### src/rtl/fp16_pkg.sv
// Shared fp16 constants and a result classifier used by the multiplier result buffer.
// The classifier feeds the optional FP16_RESBUF_FLAGS_EN flag path.
package fp16_pkg;

    localparam int FP16_W      = 16;
    localparam int FP16_EXP_W  = 5;
    localparam int FP16_FRAC_W = 10;

    localparam logic [FP16_W-1:0] FP16_QNAN = 16'h7e00;
    localparam logic [FP16_W-2:0] FP16_INF  = 15'h7c00;

    localparam int FLAG_NAN  = 2;
    localparam int FLAG_INF  = 1;
    localparam int FLAG_ZERO = 0;
    localparam int FP16_FLAGS_W = 3;

    // Infinity is the only encoding with an all-ones exponent and a zero fraction, so it is one compare.
    function automatic logic [FP16_FLAGS_W-1:0] fp16_classify(input logic [FP16_W-1:0] v);
        logic [FP16_EXP_W-1:0]  e;
        logic [FP16_FRAC_W-1:0] f;
        fp16_classify = '0;
        e = v[FP16_W-2:FP16_FRAC_W];
        f = v[FP16_FRAC_W-1:0];
        fp16_classify[FLAG_NAN]  = (e == '1) && (f != '0);
        fp16_classify[FLAG_INF]  = (v[FP16_W-2:0] == FP16_INF);
        fp16_classify[FLAG_ZERO] = (v[FP16_W-2:0] == '0);
    endfunction

endpackage

### src/rtl/fp16_sync_fifo.sv
// Synchronous FIFO with async reset, occupancy output and wrap-around pointers for any DEPTH >= 2.
module fp16_sync_fifo #(
    parameter int WIDTH = 16,
    parameter int DEPTH = 16
) (
    input  logic                       clk,
    input  logic                       rst,
    input  logic                       wr_en_i,
    input  logic [WIDTH-1:0]           wr_data_i,
    input  logic                       rd_en_i,
    output logic [WIDTH-1:0]           rd_data_o,
    output logic [$clog2(DEPTH+1)-1:0] occupancy_o
);

    localparam int PTR_W = $clog2(DEPTH);
    localparam int CNT_W = $clog2(DEPTH+1);

    logic [WIDTH-1:0] mem_q [DEPTH];
    logic [PTR_W-1:0] wr_ptr_q, wr_ptr_d;
    logic [PTR_W-1:0] rd_ptr_q, rd_ptr_d;
    logic [CNT_W-1:0] count_q, count_d;
    logic             push, pop;

    function automatic logic [PTR_W-1:0] ptr_inc(input logic [PTR_W-1:0] p);
        return (p == PTR_W'(DEPTH-1)) ? '0 : p + PTR_W'(1);
    endfunction

    assign push = wr_en_i && (count_q != CNT_W'(DEPTH));
    assign pop  = rd_en_i && (count_q != '0);

    always_comb begin
        wr_ptr_d = wr_ptr_q;
        rd_ptr_d = rd_ptr_q;
        count_d  = count_q;
        if (push) wr_ptr_d = ptr_inc(wr_ptr_q);
        if (pop)  rd_ptr_d = ptr_inc(rd_ptr_q);
        case ({push, pop})
            2'b10:   count_d = count_q + CNT_W'(1);
            2'b01:   count_d = count_q - CNT_W'(1);
            default: count_d = count_q;
        endcase
    end

    // Storage is cleared on reset so the head reads as zero until the first write lands.
    always_ff @(posedge clk or posedge rst) begin
        if (rst) begin
            wr_ptr_q <= '0;
            rd_ptr_q <= '0;
            count_q  <= '0;
            for (int i = 0; i < DEPTH; i++) mem_q[i] <= '0;
        end else begin
            wr_ptr_q <= wr_ptr_d;
            rd_ptr_q <= rd_ptr_d;
            count_q  <= count_d;
            if (push) mem_q[wr_ptr_q] <= wr_data_i;
        end
    end

    assign rd_data_o   = mem_q[rd_ptr_q];
    assign occupancy_o = count_q;

endmodule

### src/rtl/fp16_mul_result_buffer.sv
// Valid tracking, credit flow control and result FIFO for the unstallable fp16_multiplier.
// Define FP16_RESBUF_FLAGS_EN to store and present {nan, inf, zero} flags with each result.
module fp16_mul_result_buffer
    import fp16_pkg::*;
#(
    parameter int MUL_LATENCY = 9,
    parameter int DEPTH       = 16
) (
    input  logic                    clk,
    input  logic                    rst,
    input  logic                    issue_valid,
    output logic                    issue_ready,
    input  logic [FP16_W-1:0]       mul_out,
    output logic                    res_valid,
    input  logic                    res_ready,
    output logic [FP16_W-1:0]       res_data,
    output logic [FP16_FLAGS_W-1:0] res_flags
);

    localparam int CNT_W = $clog2(DEPTH+1);
`ifdef FP16_RESBUF_FLAGS_EN
    localparam int ENTRY_W = FP16_W + FP16_FLAGS_W;
`else
    localparam int ENTRY_W = FP16_W;
`endif

    logic [MUL_LATENCY-1:0] vs_q, vs_d;
    logic [CNT_W-1:0]       occupancy, vs_count, credit_sum;
    logic                   issue_fire;
    logic [ENTRY_W-1:0]     wr_entry, head_entry;

    // Every live pipeline slot has a FIFO entry reserved, so credits are counted before results land.
    always_comb begin
        vs_count = '0;
        for (int i = 0; i < MUL_LATENCY; i++) vs_count = vs_count + CNT_W'(vs_q[i]);
    end

    assign credit_sum  = occupancy + vs_count;
    assign issue_ready = credit_sum < CNT_W'(DEPTH);
    assign issue_fire  = issue_valid && issue_ready;
    assign vs_d        = {vs_q[MUL_LATENCY-2:0], issue_fire};

    always_ff @(posedge clk or posedge rst) begin
        if (rst) vs_q <= '0;
        else     vs_q <= vs_d;
    end

`ifdef FP16_RESBUF_FLAGS_EN
    assign wr_entry  = {fp16_classify(mul_out), mul_out};
    assign res_flags = head_entry[ENTRY_W-1:FP16_W];
`else
    assign wr_entry  = mul_out;
    assign res_flags = '0;
`endif

    assign res_data  = head_entry[FP16_W-1:0];
    assign res_valid = (occupancy != '0);

    fp16_sync_fifo #(
        .WIDTH (ENTRY_W),
        .DEPTH (DEPTH)
    ) u_fifo (
        .clk         (clk),
        .rst         (rst),
        .wr_en_i     (vs_q[MUL_LATENCY-1]),
        .wr_data_i   (wr_entry),
        .rd_en_i     (res_ready),
        .rd_data_o   (head_entry),
        .occupancy_o (occupancy)
    );

endmodule
### config.mk
export PLATFORM = sky130hd
export DESIGN_NAME = fp16_mul_result_buffer
export DESIGN_NICKNAME = d
export VERILOG_FILES = /design/src/rtl/fp16_pkg.sv /design/src/rtl/fp16_sync_fifo.sv /design/src/rtl/fp16_mul_result_buffer.sv
export SDC_FILE = /design/constraint.sdc
export NUM_CORES = 1
export LEC_CHECK = 0
export ABC_AREA = 1
export BUFFER_PORTS_ARGS = -buffer_cell sky130_fd_sc_hd__buf_2
export CAP_MARGIN = 30
export CORE_MARGIN = 8
export CORE_UTILIZATION = 45
export DETAILED_ROUTE_END_ITERATION = 8
export PLACE_DENSITY_LB_ADDON = 0.05
export RECOVER_POWER = 25
export SKIP_LAST_GASP = 1
export SLEW_MARGIN = 20
export SYNTH_ARGS = -nofsm -noshare
export SYNTH_HDL_FRONTEND = slang
export SYNTH_SLANG_ARGS = --single-unit
export TNS_END_PERCENT = 50
### constraint.sdc
create_clock -name clk -period 9.8 [get_ports clk]
set_input_delay 0.98 -clock clk [delete_from_list [all_inputs] [get_ports clk]]
set_output_delay 0.98 -clock clk [all_outputs]
set_load 0.02 [all_outputs]
Yosys cells after proc, flatten, opt, wreduce, memory -nomap -nowiden:

Cells that the tools add are included.

* add/sub/neg operators: 13
* multiply operators: 0
* divide/modulo/power cells: 0
* $lt $le $gt $ge: 4
* equal/unequal tests: 5
* shift-type cells: 0
* multiplexer cells: 9
* bitwise logic cells: 2
* reduce and logical (&&, ||, !) cells: 6

Operators by type and width (number)
* bitwise mux 256 bit: 1
* binary-select mux 16 bit (select 4 bit): 1
* demux 16 bit (select 4 bit): 1
* two-way mux 16 bit: 3
* adder 5 x 1 -> 5 bit: 4
* >= comparator 5 bit, second input constant: 2
* inverter 4 -> 5 bit: 2
* case mux 5 bit (2 select lines): 1
* adder 4 x 1 -> 4 bit, second input constant: 2
* == test 4 bit, second input constant: 2
* two-way mux 4 bit: 2
* adder 4 x 1 -> 5 bit: 1
* adder 5 x 1 -> 5 bit, second input constant: 1
* adder 5 bit: 1
* less-than comparator 5 x 1 -> 1 bit, second input constant: 1
* less-than comparator 5 bit, second input constant: 1
* inequality test 5 bit, second input constant: 1
* nonzero test 5 bit: 1
* subtractor 5 x 1 -> 5 bit, second input constant: 1
* adder 3 x 1 -> 4 bit: 1
* logical AND 1 bit: 4
* adder 2 x 1 -> 3 bit: 1
* adder 1 x 1 -> 2 bit: 1
* == test 2 x 1 -> 1 bit, second input constant: 1
* 2 further kinds: 2

* bits in registers: 278
* bits in latches: 0
* memory bits (writable): 0
* ROM bits: 0
* output and inout port bits: 21
* memories kept: 0

Longest topological paths before layout:

* depth in word-level cells: 11
* mapped depth: 15

Cells and area by module:

From an unflattened synthesis, not the netlist that was laid out.

* cells, all modules: 1642
* area total of the unflattened synthesis: 13551.7 µm²

Modules (own cells, without submodules)
* fp16_sync_fifo: times used 1, cells an instance 1593, area an instance 13025.0 µm², sequential area each 6731.5 µm²
* fp16_mul_result_buffer: times used 1, cells an instance 49, area an instance 526.8 µm², sequential area each 225.2 µm²

Least setup slack after synthesis:

OpenSTA, ideal clock, no wires.

* kind: register to output
* start: reg vs_q[0]
* end: out issue_ready
* data arrival time: 2631 ps
* required time: 8820 ps
* setup slack: 6189 ps
* stages on the path, launching flop included: 14
* path through: dfrtp_1 -> fa_1 -> inv_1 -> fa_1 -> fa_1 -> inv_1 -> ha_1 -> nand3_1 -> nand2_1 -> nand2_1 -> nand2_1 -> nand2_1 -> nand2_1 -> inv_1

* cells in the longest elaborated chain, start to end: 10

RTL lines
* start: declaration: line fp16_mul_result_buffer.sv:27 `logic [MUL_LATENCY-1:0] vs_q, vs_d;`
* start signal: assignment: line fp16_mul_result_buffer.sv:45 `else vs_q <= vs_d;`
* adder 1 x 1 -> 2 bit: line fp16_mul_result_buffer.sv:35 `for (int i = 0; i < MUL_LATENCY; i++) vs_count = vs_count + CNT_W'(vs_q[i]);`
* adder 2 x 1 -> 3 bit: line fp16_mul_result_buffer.sv:35
* adder 3 x 1 -> 4 bit: line fp16_mul_result_buffer.sv:35
* adder 4 x 1 -> 5 bit: line fp16_mul_result_buffer.sv:35
* adder 5 x 1 -> 5 bit (4 in a row): line fp16_mul_result_buffer.sv:35
* adder 5 bit: line fp16_mul_result_buffer.sv:38 `assign credit_sum = occupancy + vs_count;`
* less-than comparator 5 bit: line fp16_mul_result_buffer.sv:39 `assign issue_ready = credit_sum < CNT_W'(DEPTH);`
* end: declaration: line fp16_mul_result_buffer.sv:12 `output logic issue_ready,`

No other way between the ends.

Worst setup path in the final report:

* start: reg u_fifo.count_q[0], in the netlist u_fifo.occupancy_o[0]
* end: out issue_ready

* cells in the longest elaborated chain, start to end: 2

RTL lines
* start: declaration: line fp16_sync_fifo.sv:21 `logic [CNT_W-1:0] count_q, count_d;`
* start signal: assignment: line fp16_sync_fifo.sv:54 `count_q <= count_d;`
* adder 5 bit: line fp16_mul_result_buffer.sv:38
* less-than comparator 5 bit: line fp16_mul_result_buffer.sv:39

No other way between the ends.

==> impl_metrics.env <==
export IMPL_holdWs_ns=0.402
export IMPL_vias=10700
export IMPL_endpoint_kind="primary output"
export IMPL_leakage_uw=0.00744
export IMPL_powerDensity_nw_per_um2=364
export IMPL_dr_pass1_iters=6
export IMPL_violations="max-capacitance violations, max-slew violations"
export IMPL_cts_root_buf="clkbuf_16"
export IMPL_ant_nets=0
export IMPL_status="finished, violations left"
export IMPL_antenna_found_initial=0
export IMPL_crit_slowest_cell="fa_1"
export IMPL_ios=41
export IMPL_critPathMaxFanout=5
export IMPL_post_synth_cell_area_avg_um2=8.35
export IMPL_dpl_cell_area_um2=14100
export IMPL_die_y_um=192
export IMPL_hold_violations=0
export IMPL_num_nets_final=1686
export IMPL_peakVddDrop_mv=0.254
export IMPL_ys_warn_count=0
export IMPL_dp_hpwl_um=21400
export IMPL_cts_resized=0
export IMPL_synthDistinctLibCells=28
export IMPL_htree_levels=2
export IMPL_core_area_um2=30500
export IMPL_ys_flop_type="dfrtp_1"
export IMPL_yosysSeqAreaShare_pct=50.0
export IMPL_postSynthCellCount=1668
export IMPL_area_sequential_um2=6960
export IMPL_yosysMostFrequentCell="nand2_1"
export IMPL_die_x_um=192
export IMPL_rsz0062_at_grt="no"
export IMPL_r2r_setup_slack_ns=7.01
export IMPL_cts_setup_buffers=0
export IMPL_clock_latency_ns=0.51
export IMPL_hold_path_class="reg2reg"
export IMPL_synth_top_area_cell="dfrtp_1"
export IMPL_final_cell_area_um2=15200
export IMPL_setup_viol=0
export IMPL_start_util_pct=45.6
export IMPL_cts_buffers=34
export IMPL_drc_errors=0
export IMPL_grt_max_degree=85
export IMPL_async_flop_share_pct=100
export IMPL_clk_pin_slew_ns=0.05
export IMPL_cap_violations=1
export IMPL_fill_cells=3043
export IMPL_worstPathCellList="fa_1 > inv_1 > fa_1 > fa_1 > inv_1 > ha_1 > nand3_1 > nand2_1 > nand2_1 > nand2_1 > nand2_1 > nand2_1 > inv_1 > buf_2"
export IMPL_drv_slew=58
export IMPL_yosys_area_top_type_share_pct=50.0
export IMPL_cpMostUsedCell="nand2_1"
export IMPL_grt_pass1_wl_um=61000
export IMPL_wl_um=37900
export IMPL_n_antenna_cell=0
export IMPL_start_kind="flop"
export IMPL_io_buffers=37
export IMPL_clock_sinks=278
export IMPL_path_delay_family="adder cells"
export IMPL_gp_congestion=0.765
export IMPL_fp_dieArea_um2=36800
export IMPL_syn_area_um2=13900
export IMPL_fin_util_pct=49.7
export IMPL_maxSlewHeadroom_pct=-88.1
export IMPL_tightestPinTransition_ns=2.81
export IMPL_period_needed_ns=4.29
export IMPL_synth_area_leaders="dfrtp_1, nand2_1, o21ai_2"
export IMPL_synth_commonest_cells="nand2_1, dfrtp_1, o21ai_0"
export IMPL_clk_path_buf_depth=3
export IMPL_cp_required_ns=8.82
export IMPL_fin_crit_sh_pct=43.8
export IMPL_ys_ff_latch=278
export IMPL_drtIter0Drc=910
export IMPL_critPathBufInv=4
export IMPL_synthToLayoutAreaGrowth_pct=9.01
export IMPL_wl_per_cell_um=18.4
export IMPL_grt_pass1_vias=10300
export IMPL_grt_overflow=0
export IMPL_fin_setup_tns_ns=0
export IMPL_synth_edf_count=0
export IMPL_fmax_mhz=233
export IMPL_cts_tree="yes"
export IMPL_critPathKind="reg2out"
export IMPL_viasPerCell=5.17
export IMPL_finalPower_uw=5530
export IMPL_multi_input_area_um2=6030
export IMPL_drive_above_1_share_pct=17.9
export IMPL_postCtsHoldBufs=0
export IMPL_crit_path_max_incr_delay_ns=0.52
export IMPL_row_count=64
export IMPL_track_usage_pct=21.3
export IMPL_cp_arrival_ns=3.31
export IMPL_finClkSkew_ns=0.0171
==> flip-flops by register name (all words and copies together) (netlist names) <==
register / cells
u_fifo.mem_q: 256
u_fifo.occupancy_o: 5
u_fifo.rd_ptr_q: 4
u_fifo.wr_ptr_q: 4
vs_q: 9
==> per-layer routing <==
layer | wire [um] | up-vias | GRT usage [%]
met5 | 0 | - | 0
met4 | 533 | 0 | 4.53
met3 | 1680 | 38 | 3.01
met2 | 17300 | 200 | 33.7
met1 | 18400 | 5129 | 30.7
li1 | - | 5306 | -
==> kinds of logic (layout without fill, tap and decap cells) <==
family | count (synthesis) | after routing | share of synthesized area (%)
AND/OR/NAND/NOR | 875 | 875 | 26.7
AO/OA/AOI/OAI | 318 | 318 | 14.1
flip-flops | 278 | 278 | 50.0
buffers and inverters | 172 | 169 | 6.83
adder cells (fa/ha/maj) | 20 | 20 | 2.12
XOR/XNOR | 4 | 4 | 0.252
other | 1 | 3 | 0.0269
==> layout by cell type (no fill, tap or decap), types with 2 or more instances in the layout <==
cell type and n:
clkbuf_1 13, clkinv_2 3, buf_4 13, nand2_1 623, xnor2_1 4, o21ai_1 75
nand3_1 80, inv_2 11, a21oi_1 35, clkbuf_8 7, nand3_4 9, dfrtp_1 277
ha_1 14, nor2_4 2, o21ai_2 98, nor2_1 86, conb_1 3, buf_2 37
buf_8 2, clkbuf_16 35, inv_1 39, nand4_1 2, inv_6 2, o21ai_0 110
buf_16 4, nand2_2 71, fa_1 6
==> report_power, final <==
| part | switching, uW | internal (uW) |
|---|---|---|
| logic | 1480 | 837 |
| registers | 352 | 1660 |
| clock network | 481 | 707 |
==> path summary, 6_finish.rpt <==
kind,end,cells after the start,from
worst max-delay path,issue_ready,14,u_fifo.occupancy_o[0]$_DFFE_PP0P_
worst min-delay path,vs_q[8]$_DFF_PP0_,0,vs_q[7]$_DFF_PP0_
worst max register to register,vs_q[0]$_DFF_PP0_,13,u_fifo.occupancy_o[0]$_DFFE_PP0P_
worst min register to register,vs_q[8]$_DFF_PP0_,0,vs_q[7]$_DFF_PP0_
max in group asynchronous,u_fifo.mem_q[241]$_DFFE_PP0P_,4,rst
min in group asynchronous,u_fifo.mem_q[88]$_DFFE_PP0P_,2,rst
==> worst reg2reg max path: stages (launching register included) <==
cell and delay (ns):
dfrtp_1 0.47, fa_1 0.52, inv_1 0.05, fa_1 0.38
fa_1 0.52, inv_1 0.04, ha_1 0.28, nand3_1 0.08
nand2_1 0.05, nand2_1 0.07, nand2_1 0.05, nand2_1 0.05
nand2_1 0.06, nor2_1 0.10
==> stage by stage <==
| step | setup WS, ns | std cells |
|---|---|---|
| 2_1_floorplan | 1.15 | 1670 |
| 3_3_place_gp | 5.76 | 1999 |
| 3_5_place_dp | 5.77 | 2002 |
| 4_1_cts | 5.22 | 2059 |
| 5_1_grt | 5.38 | 2063 |
| 6_report | 5.51 | 2063 |
==> final cells by class <==
type | count | share of cell area, %
Tap cell | 396 | 3.26
Timing Repair Buffer | 59 | 2.97
Clock inverter | 4 | 0.157
Sequential cell | 278 | 45.9
Multi-Input combinational cell | 1220 | 39.7
Clock buffer | 53 | 6.68
Inverter | 53 | 1.35
Note: power is estimated with default switching activity, not from simulation.
